$ cat src/rtl/rle_pkg.sv
// Shared definitions for the run-length unpacker/decompressor pair: field widths,
// token layout and the FSM state encoding.
package rle_pkg;

    localparam int N_DEFAULT  = 32;
    localparam int CW_DEFAULT = 16;

    // Run-length field must be able to hold the value N itself.
    function automatic int calc_lw(input int n);
        return $clog2(n) + 1;
    endfunction

    function automatic int calc_tw(input int n);
        return calc_lw(n) + 1;
    endfunction

    // Token layout: {bit, len}; len sits at the bottom, the run bit directly above it.
    localparam int TOK_LEN_LSB = 0;

    function automatic int tok_bit_pos(input int n);
        return calc_lw(n);
    endfunction

    typedef enum logic [1:0] {
        ST_IDLE = 2'd0,
        ST_RUN  = 2'd1,
        ST_DONE = 2'd2
    } rle_state_e;

endpackage

$ cat src/rtl/rle_bit_buffer.sv
// Two-word bit FIFO: words are appended above the current fill level and tokens are
// shifted out of the bottom, so the next token always sits at bits [TW-1:0].
module rle_bit_buffer #(
    parameter int N  = 32,
    parameter int TW = 7,
    parameter int FW = $clog2(2 * N) + 1
) (
    input  logic          clk,
    input  logic          reset,
    input  logic          clear,
    input  logic          push,
    input  logic          pop,
    input  logic [N-1:0]  word_in,
    output logic [TW-1:0] head,
    output logic [FW-1:0] level
);

    logic [2*N-1:0] bits_q, bits_d, bits_shifted;
    logic [FW-1:0]  fill_q, fill_d, fill_shifted;

    // Pop is applied first so an appended word lands right after the surviving bits.
    always_comb begin
        bits_shifted = pop ? (bits_q >> TW) : bits_q;
        fill_shifted = pop ? (fill_q - FW'(TW)) : fill_q;
        bits_d       = bits_shifted;
        fill_d       = fill_shifted;
        if (push) begin
            bits_d = bits_shifted | ({{N{1'b0}}, word_in} << fill_shifted);
            fill_d = fill_shifted + FW'(N);
        end
        if (clear) begin
            bits_d = '0;
            fill_d = '0;
        end
    end

    always_ff @(posedge clk or negedge reset) begin
        if (!reset) begin
            bits_q <= '0;
            fill_q <= '0;
        end else begin
            bits_q <= bits_d;
            fill_q <= fill_d;
        end
    end

    assign head  = bits_q[TW-1:0];
    assign level = fill_q;

endmodule

$ cat src/rtl/rle_token_unpacker.sv
// Slices {bit, run_length} tokens LSB-first out of packed compressed words and hands
// them to the decompressor over a valid/ready port.
module rle_token_unpacker
    import rle_pkg::*;
#(
    parameter int N  = N_DEFAULT,
    parameter int CW = CW_DEFAULT,
    parameter int LW = calc_lw(N),
    parameter int TW = LW + 1
) (
    input  logic          clk,
    input  logic          reset,
    input  logic          start,
    input  logic [CW-1:0] num_tokens,
    input  logic [N-1:0]  word_in,
    input  logic          word_valid,
    output logic          word_ready,
    output logic          tok_valid,
    output logic          tok_bit,
    output logic [LW-1:0] tok_len,
    input  logic          tok_ready,
    output logic          busy,
    output logic          done,
    output rle_state_e    state_dbg
);

    localparam int FW = $clog2(2 * N) + 1;

    // Handshakes: a word moves when word_valid & word_ready at a rising edge; a token
    // moves when tok_valid & tok_ready. Neither valid depends on its ready, and an
    // offered token stays stable until taken.

    rle_state_e    state_q, state_d;
    logic [CW-1:0] remaining_q, remaining_d;
    logic [TW-1:0] head;
    logic [FW-1:0] level;
    logic          in_run, has_tok, pop, push, clear;

    rle_bit_buffer #(.N(N), .TW(TW), .FW(FW)) u_buf (
        .clk     (clk),
        .reset   (reset),
        .clear   (clear),
        .push    (push),
        .pop     (pop),
        .word_in (word_in),
        .head    (head),
        .level   (level)
    );

    assign in_run     = (state_q == ST_RUN);
    assign has_tok    = (level >= FW'(TW));
    assign tok_len    = head[TOK_LEN_LSB +: LW];
    assign tok_bit    = head[tok_bit_pos(N)];
    assign word_ready = in_run && !has_tok && (remaining_q != '0);
    assign tok_valid  = in_run && has_tok && (tok_len != '0);
    // Zero-length tokens carry no run and are consumed without a handshake.
    assign pop        = in_run && has_tok && ((tok_len == '0) || tok_ready);
    assign push       = word_valid && word_ready;
    assign busy       = (state_q != ST_IDLE);
    assign done       = (state_q == ST_DONE);
    assign state_dbg  = state_q;

    always_comb begin
        state_d     = state_q;
        remaining_d = remaining_q;
        clear       = 1'b0;
        case (state_q)
            ST_IDLE: begin
                if (start) begin
                    remaining_d = num_tokens;
                    clear       = 1'b1;
                    state_d     = (num_tokens == '0) ? ST_DONE : ST_RUN;
                end
            end
            ST_RUN: begin
                if (pop) begin
                    remaining_d = remaining_q - CW'(1);
                    if (remaining_q == CW'(1)) begin
                        state_d = ST_DONE;
                        clear   = 1'b1;
                    end
                end
            end
            ST_DONE: state_d = ST_IDLE;
            default: state_d = ST_IDLE;
        endcase
    end

    always_ff @(posedge clk or negedge reset) begin
        if (!reset) begin
            state_q     <= ST_IDLE;
            remaining_q <= '0;
        end else begin
            state_q     <= state_d;
            remaining_q <= remaining_d;
        end
    end

endmodule

$ cat config.mk
export PLATFORM = sky130hd
export DESIGN_NAME = rle_token_unpacker
export DESIGN_NICKNAME = d
export VERILOG_FILES = /design/src/rtl/rle_pkg.sv /design/src/rtl/rle_bit_buffer.sv /design/src/rtl/rle_token_unpacker.sv
export SDC_FILE = /design/constraint.sdc
export NUM_CORES = 1
export LEC_CHECK = 0
export CORE_MARGIN = 2
export CORE_UTILIZATION = 53
export DETAILED_ROUTE_END_ITERATION = 8
export PLACE_DENSITY = 0.77
export REMOVE_ABC_BUFFERS = 1
export SLEW_MARGIN = 20
export SYNTH_ARGS = -nofsm -noshare
export SYNTH_HDL_FRONTEND = slang
export SYNTH_SLANG_ARGS = --single-unit
$ cat constraint.sdc
create_clock -name clk -period 3.07 [get_ports clk]
set_clock_uncertainty 0.15 [all_clocks]
set_input_delay 0.4605 -clock clk [delete_from_list [all_inputs] [get_ports clk]]
set_output_delay 0.4605 -clock clk [all_outputs]
set_load 0.05 [all_outputs]
# Word-level counts from Yosys, hierarchy flattened
# Cells that the tools add are included.
[op_classes]
addsub = 3
magnitude_cmp = 1
eq_ne = 6
shift = 1
mux = 18
bitwise = 1
n_reduce_logical = 17
[ops]
columns = ["cell", "n"]
rows = [
  ["$mux 64", 3],
  ["$or 64x64->64", 1],
  ["$shl 32x7->64", 1],
  ["$mux 16", 2],
  ["$pmux 16 s2", 1],
  ["$mux 7", 3],
  ["$eq 16x1->1 const B", 1],
  ["$logic_not 16->1", 1],
  ["$reduce_bool 16->1", 1],
  ["$sub 16x1->16 const B", 1],
  ["$mux 2", 4],
  ["$add 7x6->7 const B", 1],
  ["$ge 7x3->1 const B", 1],
  ["$sub 7x3->7 const B", 1],
  ["$logic_and 1x1->1", 6],
  ["$logic_not 6->1", 1],
  ["$reduce_and 3->1", 2],
  ["$reduce_bool 6->1", 1],
  ["$ne 2x1->1 const B", 2],
  ["$pmux 2 s2", 1],
  ["$reduce_bool 2->1", 2],
  ["$mux 1", 3],
  ["$eq 2x1->1 const B", 1],
  ["$eq 2x2->1 const B", 1],
  ["other kinds (5)", 5],
]
[word_totals]
ff_bits = 89
in_bits = 53
out_inout_bits = 13
word_cells = 51

# Depth between registers and ports, before layout
[depth]
ltp_word = 8
ltp_mapped = 11
ltp_nobuf = 9

# Cells and area by module
# Synthesis repeated with hierarchy kept, for this count alone.
[unflattened]
cells_unflattened = 789
area_unflattened_um2 = 7384.6
[modules_own_cells]
columns = ["module", "instances", "cells_per_inst", "area_per_inst_um2", "seq_area_each_um2"]
rows = [
  ["rle_bit_buffer", 1, 633, 6102.1, 1776.7],
  ["rle_token_unpacker", 1, 156, 1282.5, 450.4],
]

# Least setup slack after synthesis
# Ideal clock, no wire load.
[synth_path]
path_kind = "register to register"
startpoint = "reg u_buf.fill_q[0] (netlist: u_buf.level[0])"
endpoint = "reg u_buf.bits_q[34]"
setup_time_ps = 141
t_arrival_ps = 2924
required_time_ps = 2779
path_slack_ps = -145
stages_incl_launch_ff = 10
n_path_buf = 2
synth_period_minus_slack_ps = 3215
cell_sequence = "dfrtp_1 -> ha_1 -> clkbuf_1 -> buf_1 -> mux2_2 -> mux4_2 -> nor2_1 -> nor3_1 -> a2111oi_1 -> o22ai_1"
[synth_via]
elab_chain_len = 8
elab_cells_between_ends = 16
classes_between = "add/sub (1); order compare (1); shift (1); mux (6); bitwise (1); reduce/logical (6)"
[synth_rtl]
columns = ["element", "line", "text"]
rows = [
  ["start, declared", "rle_bit_buffer.sv:19", "logic [FW-1:0] fill_q, fill_d, fill_shifted;"],
  ["start signal, assigned", "rle_bit_buffer.sv:43", "fill_q <= fill_d;"],
  ["$ge 7x3->1", "rle_token_unpacker.sv:51", "assign has_tok = (level >= FW'(TW));"],
  ["$logic_and 1x1->1 (2 in series)", "rle_token_unpacker.sv:57", "assign pop = in_run && has_tok && ((tok_len == '0) || tok_ready);"],
  ["$mux 7", "rle_bit_buffer.sv:24", "fill_shifted = pop ? (fill_q - FW'(TW)) : fill_q;"],
  ["$shl 32x7->64", "rle_bit_buffer.sv:28", "bits_d = bits_shifted | ({{N{1'b0}}, word_in} << fill_shifted);"],
  ["$or 64x64->64", "rle_bit_buffer.sv:28", ""],
  ["$mux 64", "rle_bit_buffer.sv:27", "if (push) begin"],
  ["$mux 64 *", "rle_bit_buffer.sv:31", "if (clear) begin"],
  ["net u_buf.bits_d[34]", "rle_bit_buffer.sv:18", "logic [2*N-1:0] bits_q, bits_d, bits_shifted;"],
  ["end signal, assigned", "rle_bit_buffer.sv:42", "bits_q <= bits_d;"],
  ["end, declared", "rle_bit_buffer.sv:18", ""],
]
# The timed path passes the listed nets; every way through them passes the cells marked *.
# A chain may end at the register's enable or synchronous reset.

# Worst setup path in the final report
[layout_path]
startpoint = "reg u_buf.bits_q[3]"
endpoint = "reg u_buf.bits_q[20]"
[layout_via]
elab_chain_len = 8
elab_cells_between_ends = 11
classes_between = "shift (1); mux (6); bitwise (1); reduce/logical (3)"
[layout_rtl]
columns = ["element", "line"]
rows = [
  ["$logic_not 6->1 *", "rle_token_unpacker.sv:57"],
  ["$logic_or 1x1->1 *", "rle_token_unpacker.sv:57"],
  ["$logic_and 1x1->1 *", "rle_token_unpacker.sv:57"],
  ["$mux 7", "rle_bit_buffer.sv:24"],
  ["$shl 32x7->64", "rle_bit_buffer.sv:28"],
  ["$or 64x64->64", "rle_bit_buffer.sv:28"],
  ["$mux 64", "rle_bit_buffer.sv:27"],
  ["$mux 64 *", "rle_bit_buffer.sv:31"],
  ["net u_buf.bits_d[20]", "rle_bit_buffer.sv:18"],
]
# Marks and branches as above.

==> impl_results.rst <==
.. list-table::
   :header-rows: 1

   * - Metric
     - Value
   * - Final Core Density
     - 0.724
   * - Time the final worst path needs with I/O delays and setup
     - 3350 ps
   * - Highest clock frequency the design can meet
     - 298 MHz
   * - Post-synth top area cell
     - sky130_fd_sc_hd__dfrtp_1
   * - Count of unique library cells instantiated by Yosys
     - 59
   * - Routed via count divided by cell count
     - 6.49
   * - Number of global-route vias before repair
     - 6417
   * - Length in cells of the worst reg-to-reg path
     - 10
   * - Share of layout cells above drive strength 1
     - 0.295
   * - Grt total ovfl
     - 0
   * - DRC marker count from the first detailed-route iteration
     - 999
   * - Slew headroom
     - 0.464
   * - RD Place Congestion
     - 0.935
   * - Violations in the final reports
     - setup timing
   * - Number of synthesis warnings
     - 0
   * - Global-route track usage on met2
     - 0.472
   * - Final std cells w/o fill
     - 1068
   * - Die H
     - 118 um
   * - Critical Path AT
     - 3460 ps
   * - Capturing element type of the critical path
     - flip-flop
   * - Required time worst endpoint
     - 3180 ps
   * - Global routing usage on met1
     - 0.399
   * - Clock tree from TritonCTS
     - done
   * - Synthesized netlist cell count
     - 767
   * - Maximum number of pins on one net before global-route repair
     - 62
   * - Register cell area after layout
     - 0.00223 mm^2
   * - Antenna violations before repair
     - 0
   * - Via total after detailed routing
     - 6934
   * - Diode count
     - 0
   * - Ratio of final minimum period to clock period
     - 1.09
   * - Peak fanout along the critical path
     - 8
   * - Longest Clk Path Bufs
     - 2
   * - Count of antenna-violating nets left after detailed routing
     - 0
   * - Count of endpoints failing setup in the final report
     - 36
   * - Library cell used as clock root buffer
     - sky130_fd_sc_hd__clkbuf_16
   * - Average wire length per cell after detail routing
     - 20.4 um
   * - Asr flop ratio synth
     - 1.00
   * - I/O pin count
     - 66
   * - Commonest non-fill, non-tap cells in the layout
     - 100 x sky130_fd_sc_hd__nand2_1, 87 x sky130_fd_sc_hd__dfrtp_1, 85 x sky130_fd_sc_hd__buf_4
   * - Area delta synth->final
     - 33.4%
   * - Number of enable-type register cells in the synthesized netlist
     - 0
   * - Most frequent standard cell in the layout excluding fill and tap cells
     - sky130_fd_sc_hd__nand2_1
   * - Die ar.
     - 0.0138 mm^2
   * - Num Clock Sinks
     - 89
   * - Final hold violation count
     - 0
   * - Startpoint Class
     - flip-flop
   * - Global routing met3 resource utilization
     - 0.0470
   * - Highest-utilization routing layer at the global route stage
     - met2
   * - Clk slew on worst S/H paths
     - 80 ps
   * - Post-detailed-placement half-perimeter wirelength
     - 14.6 mm
   * - Number of input and output port buffers inserted
     - 65
   * - Worst setup slack after layout
     - -285 ps
   * - Synth top area cells
     - sky130_fd_sc_hd__dfrtp_1 33%, sky130_fd_sc_hd__mux2i_1 11%, sky130_fd_sc_hd__mux4_2 8.5%, sky130_fd_sc_hd__mux2_2 6.4%, sky130_fd_sc_hd__nand2_1 5.7%
   * - Floorplan die width
     - 118 um
   * - Fraction of synthesized cell area taken by the top area cell type
     - 0.325
   * - Clock latency at the later pin of the worst-skew pair
     - 350 ps
   * - Global-route wire length before repair
     - 32.9 mm
   * - Crit Path Class
     - flip-flop to flip-flop
   * - Setup TNS Final
     - -4260 ps
   * - Number of fillers in the final layout
     - 919
   * - Result of the run
     - finished, violations left
   * - Number of flip-flops and latches in the synthesized netlist
     - 89
   * - Setup repair after global routing missed its margin
     - yes
   * - Area of the multi-input gates
     - 0.00453 mm^2
   * - Average instance area after synthesis
     - 8.93 um^2
   * - Std cell rows
     - 41
   * - Max Cap Violations
     - 0
   * - Final routed DRC violation total
     - 0
   * - # nets final
     - 947
   * - Slew of the pin with the lowest slew margin
     - 804 ps
   * - Dominant synthesized flop cell
     - sky130_fd_sc_hd__dfrtp_1
   * - Detailed-routing iteration count for the pre-antenna-repair pass
     - 6
   * - Initial Utilization
     - 0.543
   * - Total wire length
     - 21.8 mm
   * - CTS Buf Count
     - 9
   * - Type of the most critical hold path
     - input pin to async pin
   * - Aggregate global-route resource usage
     - 0.290
   * - Total number of H-tree levels
     - 3
   * - Post-synthesis sequential area ratio
     - 0.325
   * - Placeable Area
     - 0.0126 mm^2
   * - Post-synthesis instance area
     - 0.00685 mm^2
   * - Cell total after placement
     - 1015
   * - Number of max-slew violations in the final report
     - 0
metrics by stage:
step	hold slack, ps	worst slack (ps)	cell area, um^2
CTS	77.7	-224	8560
global route	101	-340	9140
finish	44.7	-285	9140
floorplan	14.9	-1440	6560
detailed placement	321	-284	8120
global placement	310	-189	8120
cells by family after synthesis:
group                    after synthesis  synth area share
adder cells (fa/ha/maj)                3           0.00548
flip-flops                            89             0.325
XOR/XNOR                               6           0.00877
multiplexers                         146             0.275
buffers and inverters                 91            0.0563
AO/OA/AOI/OAI                        177             0.158
AND/OR/NAND/NOR                      255             0.171
cells in the mapped netlist (3+ instances only):
master	n
sky130_fd_sc_hd__a211oi_1	7
sky130_fd_sc_hd__a21oi_1	62
sky130_fd_sc_hd__a31oi_1	16
sky130_fd_sc_hd__and2_1	8
sky130_fd_sc_hd__and3_1	6
sky130_fd_sc_hd__buf_1	10
sky130_fd_sc_hd__buf_2	11
sky130_fd_sc_hd__buf_4	6
sky130_fd_sc_hd__clkbuf_1	38
sky130_fd_sc_hd__dfrtp_1	89
sky130_fd_sc_hd__ha_1	3
sky130_fd_sc_hd__inv_1	25
sky130_fd_sc_hd__mux2_2	39
sky130_fd_sc_hd__mux2i_1	78
sky130_fd_sc_hd__mux4_1	3
sky130_fd_sc_hd__mux4_2	26
sky130_fd_sc_hd__nand2_1	104
sky130_fd_sc_hd__nand2b_1	4
sky130_fd_sc_hd__nand3_1	18
sky130_fd_sc_hd__nand3b_1	5
sky130_fd_sc_hd__nand4_1	4
sky130_fd_sc_hd__nor2_1	57
sky130_fd_sc_hd__nor2b_1	3
sky130_fd_sc_hd__nor3_1	24
sky130_fd_sc_hd__nor4_1	8
sky130_fd_sc_hd__o211ai_1	3
sky130_fd_sc_hd__o21ai_0	41
sky130_fd_sc_hd__o22ai_1	20
sky130_fd_sc_hd__o31a_1	3
sky130_fd_sc_hd__o31ai_1	3
sky130_fd_sc_hd__o32ai_1	3
sky130_fd_sc_hd__or2_2	4
sky130_fd_sc_hd__or3_1	5
sky130_fd_sc_hd__xor2_1	3
sequential cells by signal, summed over array words and instances (netlist names):
register,flops
state_dbg,2
remaining_q,16
u_buf.bits_q,64
u_buf.level,7
critical path, stage by stage (launching register included):
cell and delay [ps]:
sky130_fd_sc_hd__dfrtp_1 390, sky130_fd_sc_hd__or4_4 570, sky130_fd_sc_hd__o41a_1 440, sky130_fd_sc_hd__nor2_8 230, sky130_fd_sc_hd__buf_4 160, sky130_fd_sc_hd__buf_8 120, sky130_fd_sc_hd__mux4_2 530, sky130_fd_sc_hd__mux2i_2 240
sky130_fd_sc_hd__and3_1 190, sky130_fd_sc_hd__a21oi_1 50, sky130_fd_sc_hd__o22ai_1 200
path summary, 6_finish.rpt:
| check | endpoint | startpoint | slack, ps |
|---|---|---|---|
| setup / recovery | u_buf.bits_q[20]$_DFF_PN0_ | u_buf.bits_q[3]$_DFF_PN0_ | -280 |
| hold / removal | remaining_q[12]$_DFFE_PN0P_ | reset | 40 |
| max in group asynchronous | u_buf.bits_q[2]$_DFF_PN0_ | reset | 2040 |
| hold reg to reg | remaining_q[12]$_DFFE_PN0P_ | remaining_q[12]$_DFFE_PN0P_ | 340 |
| setup reg to reg | u_buf.bits_q[20]$_DFF_PN0_ | u_buf.bits_q[3]$_DFF_PN0_ | -280 |
| min in group clk | remaining_q[12]$_DFFE_PN0P_ | remaining_q[12]$_DFFE_PN0P_ | 340 |
metal layers:
| layer | vias up | part of all wire |
|---|---|---|
| met4 | 0 | 0.033 |
| li1 | 3066 | - |
| met1 | 3405 | 0.40 |
| met5 | - | 0 |
| met3 | 84 | 0.078 |
| met2 | 379 | 0.49 |
area by class of cell:
| type | instances | share of cell area |
|---|---|---|
| clock inverters | 7 | 0.00917 |
| clock buffers | 9 | 0.0246 |
| flip-flops and latches | 89 | 0.244 |
| multi-input cells | 587 | 0.495 |
| repair buffers | 179 | 0.193 |
| well taps | 172 | 0.0236 |
| inverters | 25 | 0.0103 |
repair_timing:
item,in CTS,in global routing
setup buffers,7,31
hold buffers,0,0
endpoints found under the setup margin,32,67
cloned,0,2
pin swaps,8,30
gates resized for setup,27,85
Power is left out: the tool's default activity adds up to more than one toggle a clock period on the data nets, which glitch-free logic cannot reach.
